==> src/rtl/fp128Pkg.sv <==
// Quad-precision field layout and constants shared by the integer/float convert path.
package fp128Pkg;

    localparam int FPWID = 128;
    localparam int MSB   = FPWID - 1;
    localparam int EMSB  = 14;
    localparam int FMSB  = 111;

    localparam logic [EMSB:0] BIAS = 15'h3FFF;

    typedef struct packed {
        logic            sgn;
        logic [EMSB:0]   exp;
        logic [FMSB:0]   frac;
    } fp128_t;

endpackage

==> src/rtl/cntlz128.sv <==
// Combinational 128-bit leading-zero counter; returns 128 for an all-zero input.
module cntlz128 (
    input  logic [127:0] a,
    output logic [7:0]   cnt
);

    logic [15:0]       byte_nz;
    logic [15:0][2:0]  byte_lz;

    genvar gi;
    generate
        for (gi = 0; gi < 16; gi++) begin : g_byte
            logic [7:0] b;
            logic [2:0] lz_loc;

            assign b = a[gi*8 +: 8];
            assign byte_nz[gi] = |b;

            // Highest set bit wins because later iterations overwrite earlier ones.
            always_comb begin
                lz_loc = 3'd0;
                for (int k = 0; k < 8; k++) begin
                    if (b[k]) lz_loc = 3'(7 - k);
                end
            end

            assign byte_lz[gi] = lz_loc;
        end
    endgenerate

    // Byte k contributes 8*(15-k) leading zeros from the bytes above it.
    always_comb begin
        cnt = 8'd128;
        for (int k = 0; k < 16; k++) begin
            if (byte_nz[k]) cnt = {1'b0, 4'(15 - k), byte_lz[k]};
        end
    end

endmodule

==> src/rtl/i2f128_pipe.sv <==
// Three-stage 128-bit integer to quad float converter (RNE) with valid/ready flow control.
// Define I2F128_FLAGS_EN to add the registered inexact output.
module i2f128_pipe
    import fp128Pkg::*;
(
    input  logic             clk,
    input  logic             rst,
    input  logic             ce,
    input  logic             in_valid,
    output logic             in_ready,
    input  logic             op,
    input  logic [FPWID-1:0] i,
    output logic             out_valid,
    input  logic             out_ready,
    output logic [FPWID-1:0] o
`ifdef I2F128_FLAGS_EN
    ,
    output logic             inexact
`endif
);

    // Bit index of the guard bit once the 113 kept bits sit at the top of nm.
    localparam int GRD = MSB - FMSB - 2;

    logic             s1_valid_reg;
    logic             s1_sgn_reg;
    logic [MSB:0]     s1_mag_reg;
    logic             s1_sgn_next;
    logic [MSB:0]     s1_mag_next;

    logic             s2_valid_reg;
    logic             s2_sgn_reg;
    logic [EMSB:0]    s2_exp_reg;
    logic [MSB:0]     s2_nm_reg;
    logic [7:0]       lz;
    logic [EMSB:0]    s2_exp_next;
    logic [MSB:0]     s2_nm_next;

    logic             out_valid_reg;
    fp128_t           o_reg;
    fp128_t           res_next;
    logic             guard;
    logic             sticky;
    logic             round_up;
    logic             carry;

    logic             s3_adv;
    logic             s3_en;
    logic             s2_adv;
    logic             s2_en;
    logic             s1_adv;

    // Handshake chain: each stage frees up when it is empty or its content moves on.
    assign s3_adv   = out_valid_reg & out_ready;
    assign s3_en    = ~out_valid_reg | s3_adv;
    assign s2_adv   = s2_valid_reg & s3_en;
    assign s2_en    = ~s2_valid_reg | s2_adv;
    assign s1_adv   = s1_valid_reg & s2_en;
    assign in_ready = ~s1_valid_reg | s1_adv;

    assign out_valid = out_valid_reg;
    assign o         = o_reg;

    // S1: sign/magnitude split; -2^127 negates to itself, which is the correct magnitude.
    always_comb begin
        s1_sgn_next = op & i[MSB];
        s1_mag_next = s1_sgn_next ? -i : i;
    end

    // S2: normalise so the leading one lands on bit 127.
    cntlz128 u_clz (
        .a   (s1_mag_reg),
        .cnt (lz)
    );

    always_comb begin
        s2_nm_next  = s1_mag_reg << lz;
        s2_exp_next = BIAS + 15'd127 - {7'd0, lz};
    end

    // S3: round to nearest even; a set bit 127 doubles as the nonzero indicator.
    always_comb begin
        guard    = s2_nm_reg[GRD];
        sticky   = |s2_nm_reg[GRD-1:0];
        round_up = guard & (sticky | s2_nm_reg[GRD+1]);
        carry    = round_up & (&s2_nm_reg[MSB-1:GRD+1]);
        res_next = '0;
        if (s2_nm_reg[MSB]) begin
            res_next.sgn  = s2_sgn_reg;
            res_next.exp  = s2_exp_reg + {{EMSB{1'b0}}, carry};
            res_next.frac = s2_nm_reg[MSB-1:GRD+1] + {{FMSB{1'b0}}, round_up};
        end
    end

    always_ff @(posedge clk) begin
        if (rst) begin
            s1_valid_reg  <= 1'b0;
            s2_valid_reg  <= 1'b0;
            out_valid_reg <= 1'b0;
            o_reg         <= '0;
        end else if (ce) begin
            if (in_ready) s1_valid_reg <= in_valid;
            if (s2_en)    s2_valid_reg <= s1_valid_reg;
            if (s3_en)    out_valid_reg <= s2_valid_reg;
            if (s3_en && s2_valid_reg) o_reg <= res_next;
        end
    end

    // Datapath registers need no reset; their valid bits qualify them.
    always_ff @(posedge clk) begin
        if (ce) begin
            if (in_ready && in_valid) begin
                s1_sgn_reg <= s1_sgn_next;
                s1_mag_reg <= s1_mag_next;
            end
            if (s2_en && s1_valid_reg) begin
                s2_sgn_reg <= s1_sgn_reg;
                s2_exp_reg <= s2_exp_next;
                s2_nm_reg  <= s2_nm_next;
            end
        end
    end

`ifdef I2F128_FLAGS_EN
    logic inexact_reg;

    always_ff @(posedge clk) begin
        if (rst) begin
            inexact_reg <= 1'b0;
        end else if (ce && s3_en && s2_valid_reg) begin
            inexact_reg <= guard | sticky;
        end
    end

    assign inexact = inexact_reg;
`endif

endmodule

==> config.mk <==
export PLATFORM = sky130hd
export DESIGN_NAME = i2f128_pipe
export DESIGN_NICKNAME = d
export VERILOG_FILES = /design/src/rtl/fp128Pkg.sv /design/src/rtl/cntlz128.sv /design/src/rtl/i2f128_pipe.sv
export SDC_FILE = /design/constraint.sdc
export NUM_CORES = 1
export LEC_CHECK = 0
export BUFFER_PORTS_ARGS = -buffer_cell sky130_fd_sc_hd__buf_2
export CAP_MARGIN = 25
export CORE_MARGIN = 8
export CORE_UTILIZATION = 55
export CTS_CLUSTER_SIZE = 20
export DETAILED_ROUTE_END_ITERATION = 10
export HOLD_SLACK_MARGIN = 0.02
export PLACE_DENSITY_LB_ADDON = 0.05
export SKIP_LAST_GASP = 1
export SLEW_MARGIN = 20
export SYNTH_ARGS = -nofsm -noshare
export SYNTH_HDL_FRONTEND = slang
export SYNTH_SLANG_ARGS = --single-unit
==> constraint.sdc <==
create_clock -name clk -period 8.5 [get_ports clk]
set_input_delay 0.425 -clock clk [delete_from_list [all_inputs] [get_ports clk]]
set_output_delay 0.425 -clock clk [all_outputs]
set_load 0.005 [all_outputs]
=== After elaboration in Yosys (flattened, before gate mapping) ===
Cells that the tools add are included.

* Bits in registers: 404
* Input bits: 134
* Output and inout bits: 130
* Logic and storage cells: 202

* Add/subtract/negate cells: 4
* Shifts and indexed selects: 1
* Multiplexer cells: 146
* Bitwise logic cells: 13
* Reductions and logical operators: 27

{| class="wikitable"
|+ Operators by type and width
! kind !! number
|-
| $mux W3 || 128
|-
| $mux W128 || 2
|-
| $mux W8 || 16
|-
| $neg A128 Y128 || 1
|-
| $reduce_or A8 Y1 || 16
|-
| $shl A128 B8 Y128 || 1
|-
| $add A112 B1 Y112 || 1
|-
| $reduce_and A112 Y1 || 1
|-
| $add A15 B1 Y15 || 1
|-
| $sub A15 B8 Y15 const A || 1
|-
| $reduce_or A14 Y1 || 1
|-
| $reduce_and A2 Y1 || 6
|-
| $and A1 B1 Y1 || 6
|-
| $or A1 B1 Y1 || 4
|-
| $logic_and A1 B1 Y1 || 3
|-
| $not A1 Y1 || 3
|}

=== Longest topological paths before layout ===
* Depth after elaboration: 25
* Mapped depth: 19

=== By module ===
Synthesis repeated with hierarchy kept, for this count alone.

* Cells, all modules: 2959
* Area total of the unflattened synthesis: 28982.8 um2

{| class="wikitable"
|+ By module, submodules not included
! module !! instances !! cells an instance !! area an instance (um2) !! sequential area each (um2)
|-
| i2f128_pipe || 1 || 2677 || 27386.3 || 10790.3
|-
| cntlz128 || 1 || 282 || 1596.5 || 0.0
|}

=== Worst setup path after synthesis ===
OpenSTA, ideal clock, no wires.

* Kind: input port to flip-flop
* Start point: in out_ready
* End point: reg s1_mag_reg[0] (enable)
* Setup time: 0.660 ns
* Arrival time: 6.904 ns
* Required time: 7.840 ns
* Slack: 0.936 ns
* Stages on the path: 3
* Buffers on the path: 0
* Cell sequence: nor2b_1 -> and2_1 -> a21oi_1

* Longest elaborated chain between the ends: 8

{| class="wikitable"
|+ RTL lines
! what !! line !! source
|-
| start: declaration || i2f128_pipe.sv:14 || <nowiki>input logic out_ready,</nowiki>
|-
| $and A1 B1 Y1 || i2f128_pipe.sv:54 || <nowiki>assign s3_adv = out_valid_reg & out_ready;</nowiki>
|-
| $or A1 B1 Y1 || i2f128_pipe.sv:55 || <nowiki>assign s3_en = ~out_valid_reg | s3_adv;</nowiki>
|-
| $and A1 B1 Y1 || i2f128_pipe.sv:56 || <nowiki>assign s2_adv = s2_valid_reg & s3_en;</nowiki>
|-
| $or A1 B1 Y1 || i2f128_pipe.sv:57 || <nowiki>assign s2_en = ~s2_valid_reg | s2_adv;</nowiki>
|-
| $and A1 B1 Y1 || i2f128_pipe.sv:58 || <nowiki>assign s1_adv = s1_valid_reg & s2_en;</nowiki>
|-
| $or A1 B1 Y1 || i2f128_pipe.sv:59 || <nowiki>assign in_ready = ~s1_valid_reg | s1_adv;</nowiki>
|-
| $logic_and A1 B1 Y1 || i2f128_pipe.sv:112 || <nowiki>if (in_ready && in_valid) begin</nowiki>
|-
| $reduce_and A2 Y1 (no line) || - ||
|-
| end signal: assignment || i2f128_pipe.sv:114 || <nowiki>s1_mag_reg <= s1_mag_next;</nowiki>
|-
| end: declaration || i2f128_pipe.sv:27 || <nowiki>logic [MSB:0] s1_mag_reg;</nowiki>
|}

No other way between the ends.
A chain may end at the register's enable or synchronous reset.

=== Final worst setup path ===
* Start point: reg s1_mag_reg[77]
* End point: reg s2_nm_reg[101], data pin

* Longest elaborated chain between the ends: 11
* Elaborated cells on any way between the ends: 12

{| class="wikitable"
|+ RTL lines
! what !! line !! source
|-
| $mux W3 (3 in series) || cntlz128.sv:23 || <nowiki>if (b[k]) lz_loc = 3'(7 - k);</nowiki>
|-
| $mux W8 (7 in series) || cntlz128.sv:35 || <nowiki>if (byte_nz[k]) cnt = {1'b0, 4'(15 - k), byte_lz[k]};</nowiki>
|-
| $shl A128 B8 Y128 * || i2f128_pipe.sv:77 || <nowiki>s2_nm_next = s1_mag_reg << lz;</nowiki>
|-
| end signal: assignment || i2f128_pipe.sv:119 || <nowiki>s2_nm_reg <= s2_nm_next;</nowiki>
|-
| end: declaration || i2f128_pipe.sv:34 || <nowiki>logic [MSB:0] s2_nm_reg;</nowiki>
|}

Every way passes the cells marked *; elsewhere a longest branch is shown, timed or not.

==> impl_metrics.env <==
export IMPL_outcome="finished, final reports clean"
export IMPL_cts_resized=0
export IMPL_grt_pass1_vias=29279
export IMPL_critPathArrivalTime_ps=7040
export IMPL_rsz0062_at_grt="false"
export IMPL_synth_edf_count=272
export IMPL_area_growth_pct=11.18
export IMPL_p_clk_share_pct=34.3
export IMPL_clk_pin_slew_ps=60
export IMPL_initialDrtViolationCount=4377
export IMPL_antenna_found_initial=6
export IMPL_clk_latency_ps=610
export IMPL_cts_buffers=45
export IMPL_p_per_area_nw_per_um2=172.5
export IMPL_p_int_mw=3.857
export IMPL_first_pass_iters=7
export IMPL_cpMaxStageDelayCell="a222oi_1"
export IMPL_clock_skew_ps=28.79
export IMPL_wl_mm=131.3
export IMPL_root_buffer="clkbuf_16"
export IMPL_fp_coreArea_um2=54770
export IMPL_power_mw=5.816
export IMPL_overflow=0
export IMPL_drv_slew=0
export IMPL_io_pins=264
export IMPL_cp_end_kind="flop"
export IMPL_fin_crit_sh_pct=80.15
export IMPL_switchingPower_mw=1.960
export IMPL_p_leak_nw=12.94
export IMPL_synth_fp_nets=3563
export IMPL_hold_viol_final=0
export IMPL_worst_setup_path_start_kind="flop"
export IMPL_swShare_pct=33.69
export IMPL_cts_sinks=403
export IMPL_p_comb_share_pct=25.1
export IMPL_syn_area_per_cell_um2=8.856
export IMPL_cts_buffer_depth=3
export IMPL_ys_seq_area_share_pct=35.59
export IMPL_synth_area_um2=30320
export IMPL_die_x_um=250.8
export IMPL_relSlewSlack_pct=22.19
export IMPL_timing_fmax_mhz=146.8
export IMPL_tightest_slew_ps=1167
export IMPL_cp_num_buf_inv=2
export IMPL_rows=86
export IMPL_post_drt_wl_per_cell_um=30.50
export IMPL_synthFlopType="edfxtp_1"
export IMPL_grt_first_pass_wirelength_mm=192.0
export IMPL_fin_crit_ps=6812
export IMPL_cpPeakStageDelay_ps=700
export IMPL_ir_worst_vdd_mv=0.1598
export IMPL_final_cell_mix="376 x nor2_1, 309 x mux2i_1, 272 x nand2_1, 272 x edfxtp_1, 264 x buf_2"
export IMPL_final_area_um2=33710
export IMPL_dieHeight_um=250.8
export IMPL_post_dp_cell_area_um2=32190
export IMPL_hold_buffers=0
export IMPL_cts_tree="done"
export IMPL_crit_fanout=82
export IMPL_ant_nets=0
export IMPL_start_util_pct=55.36
export IMPL_nNetsFinal=3704
export IMPL_ys_ff_latch=403
export IMPL_synth_cells=3424
export IMPL_drc=0
export IMPL_layout_commonest_cell="nor2_1"
export IMPL_via_per_inst=7.169
export IMPL_tns_ps=0
export IMPL_drive_gt1_share_pct=15.23
export IMPL_grt_max_degree=144
export IMPL_grtUsageTotal_pct=39.65
export IMPL_yosys_warnings=0
export IMPL_whs_ps=85.21
export IMPL_post_cts_buffers=0
export IMPL_cp_top_family="compound AO/OA/AOI/OAI gates"
export IMPL_finish_utilization_pct=61.55
export IMPL_gp_congestion=1.126
export IMPL_maxCapViolations=0
export IMPL_dieArea_um2=62900
export IMPL_portBuffers=263
export IMPL_synth_distinct_cells=91
export IMPL_vias=30863
export IMPL_htreeDepth=2
export IMPL_async_reset_ff_share_pct=0
export IMPL_seq_power_share_pct=40.6
export IMPL_hold_class="primary input to flop"
export IMPL_hpwl_mm=100.3
export IMPL_cp_data_required_time_ps=8730
export IMPL_setup_viol=0
export IMPL_crit_type="flop to flop"
export IMPL_cp_cell_sequence="nor4_1, nand4_1, a211oi_1, o31ai_1, a22oi_2, a21oi_4, inv_4, buf_12, mux2i_1, mux2_2, a222oi_1, o21ai_0, o22ai_1, o311ai_0"
layer usage:
metal,routed length [um],GRT usage (%)
met2,57090,61.22
met4,11050,27.52
met1,48400,48.48
met5,51,0
met3,14720,9.935
cell families after synthesis:
| family | Yosys count | share of synthesized area [%] |
|---|---|---|
| simple gates | 1151 | 18.16 |
| mux | 389 | 13.65 |
| xor+xnor | 251 | 7.250 |
| buf+inv | 295 | 3.990 |
| fa+ha+maj | 5 | 0.2063 |
| flops | 403 | 35.59 |
| compound gates | 930 | 21.15 |
path summary, 6_finish.rpt:
path | from | end | slack, ps | depth (start not counted)
min reg2reg | s1_sgn_reg$_DFFE_PP_ | s2_sgn_reg$_DFFE_PP_ | 420 | 0
min | i[0] | s1_mag_reg[0]$_DFFE_PP_ | 90 | 1
max reg2reg | s1_mag_reg[77]$_DFFE_PP_ | s2_nm_reg[101]$_SDFFCE_PP0P_ | 1690 | 14
max | s1_mag_reg[77]$_DFFE_PP_ | s2_nm_reg[101]$_SDFFCE_PP0P_ | 1690 | 14
stage by stage:
step                std cells  setup WS (ps)
floorplan                3424          936.2
global placement         4218           1790
detailed placement       4221           2135
CTS                      4302           2104
global route             4304           1614
finish                   4305           1688
synthesized netlist by cell type, drive strengths merged (10+ instances only):
| cell | instances | area, um^2 |
|---|---|---|
| nor4 | 65 | 464.2 |
| o311ai | 10 | 87.58 |
| buf | 78 | 395.4 |
| a211o | 11 | 96.34 |
| a31oi | 23 | 143.9 |
| o31ai | 39 | 292.8 |
| nand2b | 16 | 100.1 |
| and4 | 15 | 131.4 |
| o221ai | 26 | 227.7 |
| and2 | 35 | 219.0 |
| a22o | 37 | 324.1 |
| mux2 | 67 | 754.5 |
| mux2i | 309 | 3093 |
| o2bb2ai | 10 | 87.58 |
| or3 | 31 | 198.9 |
| or4 | 25 | 191.4 |
| mux4 | 13 | 292.8 |
| inv | 56 | 210.2 |
| xnor2 | 165 | 1445 |
| clkbuf | 161 | 604.3 |
| dfxtp | 131 | 2623 |
| nor3 | 82 | 415.4 |
| or2 | 12 | 75.08 |
| o22ai | 71 | 444.2 |
| xor2 | 86 | 753.2 |
| nand2 | 274 | 1028 |
| nor2 | 382 | 1434 |
| o211ai | 34 | 255.2 |
| nor2b | 13 | 81.33 |
| a211oi | 77 | 578.1 |
| and3 | 33 | 206.5 |
| a21oi | 193 | 973.4 |
| nand4 | 43 | 275.3 |
| o21ai | 132 | 660.6 |
| a221oi | 22 | 198.9 |
| nand3 | 111 | 565.5 |
| a22oi | 115 | 868.3 |
| edfxtp | 272 | 8168 |
| o41ai | 14 | 145.1 |
| a2bb2oi | 15 | 131.4 |
power by group through the flow:
stage	Clock (mW)	Combinational, mW	Sequential, mW
after global placement	0	1.37	2.38
final	1.99	1.46	2.36
after global routing	2.07	1.50	2.37
after CTS	2.00	1.38	2.35
after detailed placement	0	1.37	2.39
after floorplan	0	0.846	2.34
final cells by class:
type / instances / area, um^2
Fill cell: 4584 / 21060
Multi-Input combinational cell: 2726 / 18440
Sequential cell: 403 / 10790
Timing Repair Buffer: 333 / 1884
Clock buffer: 55 / 1229
Tap cell: 704 / 880.8
Clock inverter: 26 / 270.3
Inverter: 56 / 215.2
Antenna cell: 2 / 5.005
(Power assumes the default switching activity.)
